<file path="src/rtl/spi_slave_unit_if.sv">
// rtl/spi_slave_unit_if.sv - SPI pin and status bundle for spi_slave_unit
interface spi_slave_unit_if;
   logic       ss;
   logic       sck;
   logic       mosi;
   wire        miso;
   logic       led1;
   logic       led2;
   logic [7:0] dbg;

   // Design side: samples the SPI pins, drives miso and status
   modport slave (
      input  ss,
      input  sck,
      input  mosi,
      output miso,
      output led1,
      output led2,
      output dbg
   );

   // External master side: drives the SPI pins, observes miso and status
   modport master (
      output ss,
      output sck,
      output mosi,
      input  miso,
      input  led1,
      input  led2,
      input  dbg
   );
endinterface

</file>
<file path="src/rtl/spi_slave_unit.sv">
// rtl/spi_slave_unit.sv - SPI mode-0 slave, echoes last received byte; optional macro SPI_MISO_TRISTATE_EN
module spi_slave_unit (
   input  logic             clk,
   input  logic             rst_n,
   spi_slave_unit_if.slave  spi
);

   // Synchronizer chains: meta -> sync -> history, edges come from sync vs history
   logic       r_ss_meta, r_ss_sync, r_ss_hist;
   logic       r_sck_meta, r_sck_sync, r_sck_hist;
   logic       r_mosi_meta, r_mosi_sync, r_mosi_hist;

   // Byte engine state
   logic [2:0] r_bit_cnt;
   logic [7:0] r_rx_shift;
   logic [7:0] r_tx_shift;
   logic [7:0] r_tx_byte;
   logic [7:0] r_dbg;
   logic       r_led1;
   logic       r_led2;

   logic       w_ss_fall;
   logic       w_ss_rise;
   logic       w_sck_rise;
   logic       w_sck_fall;
   logic       w_selected;
   logic       w_miso_en;
   logic [7:0] w_rx_next;
   logic       w_byte_done;

   // Bring the asynchronous pins into the clk domain; idle values match a deselected bus
   always_ff @(posedge clk or negedge rst_n) begin
      if (!rst_n) begin
         r_ss_meta   <= 1'b1;
         r_ss_sync   <= 1'b1;
         r_ss_hist   <= 1'b1;
         r_sck_meta  <= 1'b0;
         r_sck_sync  <= 1'b0;
         r_sck_hist  <= 1'b0;
         r_mosi_meta <= 1'b0;
         r_mosi_sync <= 1'b0;
         r_mosi_hist <= 1'b0;
      end else begin
         r_ss_meta   <= spi.ss;
         r_ss_sync   <= r_ss_meta;
         r_ss_hist   <= r_ss_sync;
         r_sck_meta  <= spi.sck;
         r_sck_sync  <= r_sck_meta;
         r_sck_hist  <= r_sck_sync;
         r_mosi_meta <= spi.mosi;
         r_mosi_sync <= r_mosi_meta;
         r_mosi_hist <= r_mosi_sync;
      end
   end

   assign w_ss_fall  = r_ss_hist & ~r_ss_sync;
   assign w_ss_rise  = ~r_ss_hist & r_ss_sync;
   assign w_sck_rise = ~r_sck_hist & r_sck_sync;
   assign w_sck_fall = r_sck_hist & ~r_sck_sync;
   assign w_selected = ~r_ss_sync;

   // mosi is held stable around the sck rise, so the history stage is a safe sample point
   assign w_rx_next   = {r_rx_shift[6:0], r_mosi_hist};
   assign w_byte_done = (r_bit_cnt == 3'd7);

   // Shift engine: select edges frame bytes, sck rise samples, sck fall advances miso
   always_ff @(posedge clk or negedge rst_n) begin
      if (!rst_n) begin
         r_bit_cnt  <= 3'd0;
         r_rx_shift <= 8'h00;
         r_tx_shift <= 8'h00;
         r_tx_byte  <= 8'h00;
         r_dbg      <= 8'h00;
         r_led1     <= 1'b0;
         r_led2     <= 1'b0;
      end else if (w_ss_fall) begin
         r_bit_cnt  <= 3'd0;
         r_rx_shift <= 8'h00;
         r_tx_shift <= r_tx_byte;
      end else if (w_ss_rise) begin
         r_bit_cnt  <= 3'd0;
         r_rx_shift <= 8'h00;
      end else if (w_selected) begin
         if (w_sck_rise) begin
            r_rx_shift <= w_rx_next;
            r_bit_cnt  <= r_bit_cnt + 3'd1;
            if (w_byte_done) begin
               r_dbg     <= w_rx_next;
               r_tx_byte <= w_rx_next;
               r_led1    <= ~r_led1;
               r_led2    <= (w_rx_next == 8'hA5);
            end
         end else if (w_sck_fall) begin
            // Counter already wrapped on the 8th rise: start the next byte's echo
            if (r_bit_cnt == 3'd0) begin
               r_tx_shift <= r_tx_byte;
            end else begin
               r_tx_shift <= {r_tx_shift[6:0], 1'b0};
            end
         end
      end
   end

   // History stage drops on the same edge that loads the tx register, so miso never shows a stale bit
   assign w_miso_en = ~r_ss_hist;

`ifdef SPI_MISO_TRISTATE_EN
   assign spi.miso = w_miso_en ? r_tx_shift[7] : 1'bz;
`else
   assign spi.miso = w_miso_en ? r_tx_shift[7] : 1'b0;
`endif

   assign spi.dbg  = r_dbg;
   assign spi.led1 = r_led1;
   assign spi.led2 = r_led2;

endmodule

</file>
<file path="src/flat_wrapper.sv">
// flat-port wrapper written by rule: the top's interface ports become plain ports
module spi_slave_unit_flat 
  (clk, rst_n, spi_ss, spi_sck, spi_mosi, spi_miso, spi_led1, spi_led2, spi_dbg);
  spi_slave_unit_if spi_i ();
  input  logic clk;
  input  logic rst_n;
  input wire logic [$bits(spi_i.ss)-1:0] spi_ss;
  input wire logic [$bits(spi_i.sck)-1:0] spi_sck;
  input wire logic [$bits(spi_i.mosi)-1:0] spi_mosi;
  output wire logic [$bits(spi_i.miso)-1:0] spi_miso;
  output wire logic [$bits(spi_i.led1)-1:0] spi_led1;
  output wire logic [$bits(spi_i.led2)-1:0] spi_led2;
  output wire logic [$bits(spi_i.dbg)-1:0] spi_dbg;
  assign spi_i.ss = spi_ss;
  assign spi_i.sck = spi_sck;
  assign spi_i.mosi = spi_mosi;
  assign spi_miso = spi_i.miso;
  assign spi_led1 = spi_i.led1;
  assign spi_led2 = spi_i.led2;
  assign spi_dbg = spi_i.dbg;
  spi_slave_unit u_core (.clk(clk), .rst_n(rst_n), .spi(spi_i));
endmodule
</file>
<file path="config.mk">
export PLATFORM = sky130hd
export DESIGN_NAME = spi_slave_unit_flat
export DESIGN_NICKNAME = d
export VERILOG_FILES = /design/src/rtl/spi_slave_unit_if.sv /design/src/rtl/spi_slave_unit.sv /design/src/flat_wrapper.sv
export SDC_FILE = /design/constraint.sdc
export NUM_CORES = 1
export LEC_CHECK = 0
export ABC_AREA = 1
export CAP_MARGIN = 20
export CORE_UTILIZATION = 65
export CTS_CLUSTER_SIZE = 40
export DETAILED_ROUTE_END_ITERATION = 10
export DONT_BUFFER_PORTS = 1
export PLACE_DENSITY = 0.87
export SLEW_MARGIN = 40
export SYNTH_ARGS = -nofsm -noshare
export SYNTH_HDL_FRONTEND = slang
export SYNTH_SLANG_ARGS = --single-unit
</file>
<file path="constraint.sdc">
create_clock -name clk -period 2.68 [get_ports clk]
set_clock_uncertainty 0.05 [all_clocks]
set_input_delay 0.402 -clock clk [delete_from_list [all_inputs] [get_ports clk]]
set_output_delay 0.402 -clock clk [all_outputs]
set_load 0.02 [all_outputs]
</file>
# Yosys cells after proc, flatten, opt, wreduce, memory -nomap -nowiden
# Index checks and enable logic that the tools add are counted.
word_totals:
  output_inout_bits: 11
  register_bits: 37
classes:
  eq_ne: 6
  mux: 15
  reduce_logical: 6
  addsub: 1
  bitwise: 11
ops:
  columns: ["cell", "count"]
  rows:
  - ["$mux W8", 6]
  - ["$mux W7", 4]
  - ["$mux W3", 4]
  - ["$eq A8 B8 Y1 const B", 1]
  - ["$not A1 Y1", 7]
  - ["$reduce_and A5 Y1", 1]
  - ["$and A1 B1 Y1", 4]
  - ["$ne A2 B1 Y1 const B", 2]
  - ["$reduce_and A4 Y1", 1]
  - ["$add A3 B1 Y3 const B", 1]
  - ["$eq A3 B3 Y1 const B", 1]
  - ["$logic_not A3 Y1", 1]
  - ["$ne A3 B3 Y1 const B", 1]
  - ["$reduce_bool A3 Y1", 1]
  - ["$ne A2 B2 Y1 const B", 1]
  - ["$reduce_and A2 Y1", 1]
  - ["$reduce_bool A2 Y1", 1]
  - ["$mux W1", 1]

# Logic depth before layout (Yosys ltp)
# Gate-level depths: netlist of the first run.
logic_depth:
  depth_word: 7
  depth_mapped: 7

# Least setup slack after synthesis of the first run
# OpenSTA, ideal clock, no wires.
synth_timing:
  path_kind: "reg-to-reg"
  from: "register u_core.r_bit_cnt[0]"
  to: "register u_core.r_led2 (netlist: u_core.spi.led2)"
  setup_ps: 117
  path_stages_with_launch: 8
  arrival_ps: 1120
  path_slack_ps: 1393
  path_buffers: 1
  path_cell_list: "dfrtp_1 > ha_1 > ha_1 > nand3_2 > nor2_4 > buf_6 > nand3_1 > nand2_1"
synth_between:
  elab_chain_len: 2
synth_lines:
  columns: ["item", "line", "source"]
  rows:
  - ["start, declared", "spi_slave_unit.sv:14", "logic [2:0] r_bit_cnt;"]
  - ["start signal, assigned", "spi_slave_unit.sv:86", "r_bit_cnt <= r_bit_cnt + 3'd1;"]
  - ["$eq A3 B3 Y1", "spi_slave_unit.sv:64", "assign w_byte_done = (r_bit_cnt == 3'd7);"]
  - ["$reduce_and A5 Y1 (no source line)", null, null]
  - ["end signal, assigned", "spi_slave_unit.sv:91", "r_led2 <= (w_rx_next == 8'hA5);"]
  - ["end, declared", "spi_slave_unit.sv:20", "logic r_led2;"]
# Every way passes these cells.
# A chain may end at the register's enable or synchronous reset.

# Worst setup path after layout of the first run
layout_timing:
  from: "register u_core.r_sck_hist"
  to: "register u_core.r_tx_byte[0]"
layout_between:
  elab_chain_len: 3
layout_lines:
  columns: ["item", "line", "source"]
  rows:
  - ["start, declared", "spi_slave_unit.sv:10", "logic r_sck_meta, r_sck_sync, r_sck_hist;"]
  - ["start signal, assigned", "spi_slave_unit.sv:49", "r_sck_hist <= r_sck_sync;"]
  - ["$not A1 Y1", "spi_slave_unit.sv:58", "assign w_sck_rise = ~r_sck_hist & r_sck_sync;"]
  - ["$and A1 B1 Y1", "spi_slave_unit.sv:58", null]
  - ["$reduce_and A5 Y1 (no source line)", null, null]
  - ["end signal, assigned", "spi_slave_unit.sv:89", "r_tx_byte <= w_rx_next;"]
  - ["end, declared", "spi_slave_unit.sv:17", "logic [7:0] r_tx_byte;"]
# Every way passes these cells.

==> results.cfg, run 1 <==
[run_status]
outcome = finished clean

[floorplan]
start_util_pct = 70.9
core-area_um2 = 2250
dieWidth_um = 51.6
io_pins = 16
dieHeight_um = 51.6
rows = 17
die_area_um2 = 2660

[grt]
grt_pass1_vias = 1088
grtUsageTotal_pct = 26.1
grt_max_degree = 38
antenna_found_initial = 0
grt_pass1_wl_mm = 4.75
grt_overflow = 0

[power]
seq_power_share_pct = 51.7
finalPower_mw = 1.14
power_frac_comb_pct = 6.5
power.leakage_nw = 0.920
p_per_area_nw_per_um2 = 647
net-switching-power_mw = 0.251
swShare_pct = 22.0
internal_power_mw = 0.891
ir_worst_vdd_mv = 0.559
p_clk_share_pct = 41.7

[sta]
rsz0062_at_grt = false
slew_headroom_pct = 58.5
post-route-period-util_pct = 58.1
tns_ns = 0
finalSetupViolations = 0
fin_crit_ns = 1.56
tightestPinTransition_ns = 0.620
max_freq_ghz = 0.642
slew_violations = 0
hold_violations = 0

[place]
io_buffers = 0
gp_congestion = 0.788
dp_hpwl_mm = 1.98

[route]
met1Wirelength_mm = 1.28
ant_nets = 0
dr_wl_met3_um = 175
drc = 0
via_per_inst = 5.64
dr_wl_met2_mm = 1.43
vias = 1235
wl_mm = 2.92
wire_per_inst_um = 13.3
drt_iter0_drc = 28
dr.max_layer_used = met4
firstDrtPassIters = 4

[clock_network]
cts_max_path_buffers = 2
cts_tree = yes
path_clk_slew_ns = 0.12
numCtsBuffers = 5
htree_num_levels = 2
numClockSinks = 37
cts_root_buf = clkbuf_4
cts_setup_buffers = 0
clk_latency_ns = 0.36

[setup_path]
required_ns = 2.89
start_kind = flip-flop
arrival_ns = 1.77
worstSetupPathType = flip-flop to flip-flop
critPathMaxFanout = 11
crit_path_end_kind = flip-flop

[logic_synthesis]
ys_ff_latch = 37
synth_cell_types = 15
netlist_area_um2 = 1600
syn-instance-count = 182
synth_nets = 190
ys_warn_count = 0
yosysSeqAreaShare_pct = 58.2
syn_avg_cell_area_um2 = 8.78

[worst_hold_path]
worstHoldPathType = flip-flop to flip-flop

[final_layout]
fillers = 138
drive_gt1_share_pct = 11.0
final_nets = 198
n_antenna_cell = 0
area_growth_pct = 10.4

[job]
cap_violations = 0
## state kept, by name (all words and copies together) (netlist names)
signal and count:
u_core.r_tx_byte 8, u_core.r_tx_shift 8, u_core.r_rx_shift 7, u_core.r_bit_cnt 3, u_core.r_mosi_hist 1, u_core.r_mosi_meta 1, u_core.r_mosi_sync 1, u_core.r_sck_hist 1
u_core.r_sck_meta 1, u_core.r_sck_sync 1, u_core.r_ss_hist 1, u_core.r_ss_meta 1, u_core.r_ss_sync 1, u_core.spi.led1 1, u_core.spi.led2 1
## Yosys cell counts
cell | number | share of area, %
nand2_2 | 4 | 1.6
nand2_1 | 59 | 14
buf_2 | 1 | 0.31
dfrtp_1 | 34 | 53
inv_1 | 25 | 5.9
nand3_1 | 34 | 11
inv_2 | 2 | 0.47
buf_4 | 2 | 0.94
nor2_1 | 4 | 0.94
ha_1 | 3 | 2.3
o21ai_0 | 7 | 2.2
nand3_2 | 2 | 1.3
nor2_4 | 1 | 0.70
buf_6 | 1 | 0.70
dfstp_2 | 3 | 4.9
## routing by layer
metal | vias to the layer above | track usage [%]
met2 | 40 | 40.9
met4 | 0 | 11.3
met3 | 5 | 10.5
met5 | - | 0
met1 | 605 | 31.7
li1 | 585 | -
## what timing repair did
action                    CTS  global route
hold buffers                3             2
gates resized for setup     0             0
hold endpoints to repair   38             2
## critical path: stages, from the launching register on
cell,delay [ns]
dfrtp_1,0.41
inv_1,0.06
nand2_1,0.10
nor2_1,0.52
nand2_1,0.19
nand2_1,0.10
nand2_1,0.05
## cells by family (layout without fill, tap and decap cells)
family	Yosys count	after routing	synth area share, %
and+or+nand+nor	104	104	29.0
buffers and inverters	31	40	8.30
adders and majority gates	3	3	2.35
DFF	37	37	58.2
AOI/OAI and AO/OA	7	7	2.19
## path summary, 6_finish.rpt
path	from	to	slack [ns]	cells past startpoint
worst max-delay path	u_core.r_sck_hist	u_core.r_tx_byte[0]	1.12	6
worst min-delay path	u_core.r_mosi_sync	u_core.r_mosi_hist	0.31	0
worst max register to register	u_core.r_sck_hist	u_core.r_tx_byte[0]	1.12	6
worst min register to register	u_core.r_mosi_sync	u_core.r_mosi_hist	0.31	0
max in group asynchronous	rst_n	u_core.r_ss_meta	1.89	2
min in group asynchronous	rst_n	u_core.r_tx_shift[5]	0.42	2
## layout make-up
class | instances | area (µm²) | area share, %
Sequential cell | 37 | 930 | 52.7
Multi-Input combinational cell | 114 | 536 | 30.4
Inverter | 27 | 101 | 5.74
Clock inverter | 3 | 65.1 | 3.69
Timing Repair Buffer | 5 | 60.1 | 3.40
Clock buffer | 5 | 37.5 | 2.13
Tap cell | 28 | 35.0 | 1.99
## cell usage in the layout, fill, tap and decap left out, drive strengths merged
cell type / instances
nand2: 63
nand3: 36
dfrtp: 34
inv: 27
o21ai: 7
clkbuf: 5
nor2: 5
dlygate4sd3: 4
ha: 3
dfstp: 3
bufinv: 2
clkinv: 1
buf: 1
## power groups by stage
stage               Clock, mW  Sequential [mW]  Combinational, mW
finish                  0.477            0.591             0.0745
CTS                     0.480            0.590             0.0726
floorplan                   0            0.598             0.0470
global route            0.508            0.593             0.0841
detailed placement          0            0.601             0.0549
global placement            0            0.600             0.0520
## per-stage QoR
stage | hold WS (ns) | setup slack, ns | util (%) | cell area (µm²) | instances
6_report | 0.309 | 1.12 | 78.2 | 1760 | 219
5_1_grt | 0.316 | 0.930 | 78.2 | 1760 | 219
4_1_cts | 0.00764 | 1.13 | 77.4 | 1740 | 217
3_5_place_dp | 0.0570 | 1.14 | 71.0 | 1600 | 206
3_3_place_gp | 0.0571 | 1.20 | 71.0 | 1600 | 206
2_1_floorplan | 0.0564 | 1.39 | - | 1600 | 182
No activity file was read; power rests on OpenSTA's default activity.
==> run 2: changes to the inputs <==
--- a/config.mk
+++ b/config.mk
@@ -7,11 +7,11 @@
 export LEC_CHECK = 0
 export ABC_AREA = 1
 export CAP_MARGIN = 20
-export CORE_UTILIZATION = 65
+export CORE_UTILIZATION = 61
 export CTS_CLUSTER_SIZE = 40
 export DETAILED_ROUTE_END_ITERATION = 10
 export DONT_BUFFER_PORTS = 1
-export PLACE_DENSITY = 0.87
+export PLACE_DENSITY = 0.83
 export SLEW_MARGIN = 40
 export SYNTH_ARGS = -nofsm -noshare
 export SYNTH_HDL_FRONTEND = slang
==> constraint.sdc (replaced) <==
create_clock -name clk -period 1.6 [get_ports clk]
set_clock_uncertainty 0.05 [all_clocks]
set_input_delay 0.24 -clock clk [delete_from_list [all_inputs] [get_ports clk]]
set_output_delay 0.24 -clock clk [all_outputs]
set_load 0.02 [all_outputs]
==> run 2 against run 1 <==
Against the previous run: register-to-register slack worse by 0.98 ns; critical path depth did not move; die area is 6.3% higher; global-route usage fell by 0.97 points; critical path type unchanged; cell count increased by 1.4%; sequential power grew 68%.
==> results.cfg, run 2 (synthesis gave the netlist of run 1 again) <==
[setup_path]
r2r-end = u_core.r_tx_shift[3]
required_ns = 1.84
reg2reg_slack_ns = 0.14
timing.rr.start = u_core.r_ss_sync
crit_path_end_kind = flip-flop
worstSetupPathType = flip-flop to flip-flop
arrival_ns = 1.70
start_kind = flip-flop
reg2reg_depth = 6
critPathMaxFanout = 21

[clock_network]
numCtsBuffers = 5
cts_hold_buf = 5
cts_setup_buffers = 0
cts-resized-gates = 0
cts_root_buf = clkbuf_4
cts_tree = yes
path_clk_slew_ns = 0.10
clk_latency_ns = 0.34
numClockSinks = 37
htree_num_levels = 2
cts_max_path_buffers = 2

[sta]
tns_ns = 0
fin_crit_ns = 1.46
hold_violations = 0
slew_headroom_pct = 73.3
rsz0062_at_grt = false
post-route-period-util_pct = 91.4
finalSetupViolations = 0
slew_violations = 0
fin_ws_ns = 0.138
max_freq_ghz = 0.684
whs_ns = 0.295
tightestPinTransition_ns = 0.399

[power]
ir_worst_vdd_mv = 0.800
internal_power_mw = 1.22
p_per_area_nw_per_um2 = 928
swShare_pct = 24.3
power.leakage_nw = 0.906
p_clk_share_pct = 30.5
finalPower_mw = 1.61
seq_power_share_pct = 61.5
net-switching-power_mw = 0.392
power_frac_comb_pct = 8.0

[final_layout]
multi_input_area_um2 = 536
area_growth_pct = 8.54
fillers = 176
top_regs = u_core.r_tx_byte: 8 flops, u_core.r_tx_shift: 8 flops, u_core.r_rx_shift: 7 flops
seqCellArea_um2 = 930
post-route-util_pct = 70.0
n_antenna_cell = 0
final_cell_mix = nand2_1, nand3_1, dfrtp_1
final_nets = 200
drive_gt1_share_pct = 10.9
final_common_cell = nand2_1

[run_status]
outcome = finished clean

[grt]
grt_pass1_vias = 1087
grt_max_degree = 38
antenna_found_initial = 0
grt_pass1_wl_mm = 4.75
grt_overflow = 0
grtUsageTotal_pct = 25.1

[place]
gp_congestion = 0.884
dp_hpwl_mm = 1.97
dp_worst_setup_slack_ns = 0.193
io_buffers = 0

[floorplan]
core-area_um2 = 2480
dieHeight_um = 53.2
dieWidth_um = 53.2
start_util_pct = 64.5
io_pins = 16
rows = 18
die_area_um2 = 2830

[route]
wire_per_inst_um = 13.2
drc = 0
drt_iter0_drc = 34
via_per_inst = 5.37
firstDrtPassIters = 4
ant_nets = 0
wl_mm = 2.92
vias = 1193

[worst_hold_path]
worstHoldPathType = input pin to async pin

[job]
cap_violations = 0
==> run 2: changes by cell type in the layout (fill, tap and decap cells not counted), sizes merged <==
cell,change
clkinv,-1
clkbuf,+2
bufinv,-2
buf,+2
==> run 2: power by group through the flow <==
stage,Sequential [mW],Clock [mW],Combinational (mW)
global route,0.994,0.548,0.145
floorplan,1.00,0,0.0788
CTS,0.990,0.502,0.128
finish,0.991,0.491,0.128
global placement,1.01,0,0.0891
detailed placement,1.01,0,0.0947
==> run 2: area by class of cell <==
| cell class | count | area share (%) |
|---|---|---|
| Tap cell | 30 | 2.16 |
| Multi-Input combinational cell | 114 | 30.9 |
| Timing Repair Buffer | 7 | 4.33 |
| Clock buffer | 7 | 3.17 |
| Inverter | 27 | 5.84 |
| Sequential cell | 37 | 53.6 |
==> run 2: how the worst max path moves through the flow <==
stage / startpoint / to / slack [ns] / depth (start not counted)
2_1_floorplan: u_core.r_bit_cnt[0] / u_core.spi.led2 / 0.31 / 7
3_3_place_gp: u_core.r_ss_sync / u_core.r_tx_shift[4] / 0.23 / 5
3_5_place_dp: u_core.r_bit_cnt[0] / u_core.r_tx_byte[7] / 0.19 / 5
4_1_cts: u_core.r_ss_sync / u_core.r_tx_shift[3] / 0.17 / 6
5_1_grt: u_core.r_ss_sync / u_core.r_tx_shift[2] / 0.02 / 6
6_report: u_core.r_ss_sync / u_core.r_tx_shift[3] / 0.14 / 6
==> run 2: critical path, cell delays in order (launching register included) <==
cell and delay (ns):
dfstp_2 0.55, inv_2 0.06, nand2_2 0.31, nand2_2 0.19
nand2_1 0.10, nand3_1 0.08, nand2_1 0.07
==> run 2: per-layer routing <==
metal	part of all wire (%)	GRT usage (%)
met1	43	31.0
met5	0	0
met4	4.4	16.7
met2	47	38.0
met3	5.0	7.18
==> run 2: through the flow <==
stage	area, µm²	std cells
finish	1730	222
global route	1730	222
CTS	1730	222
global placement	1620	210
detailed placement	1620	210
floorplan	1600	182
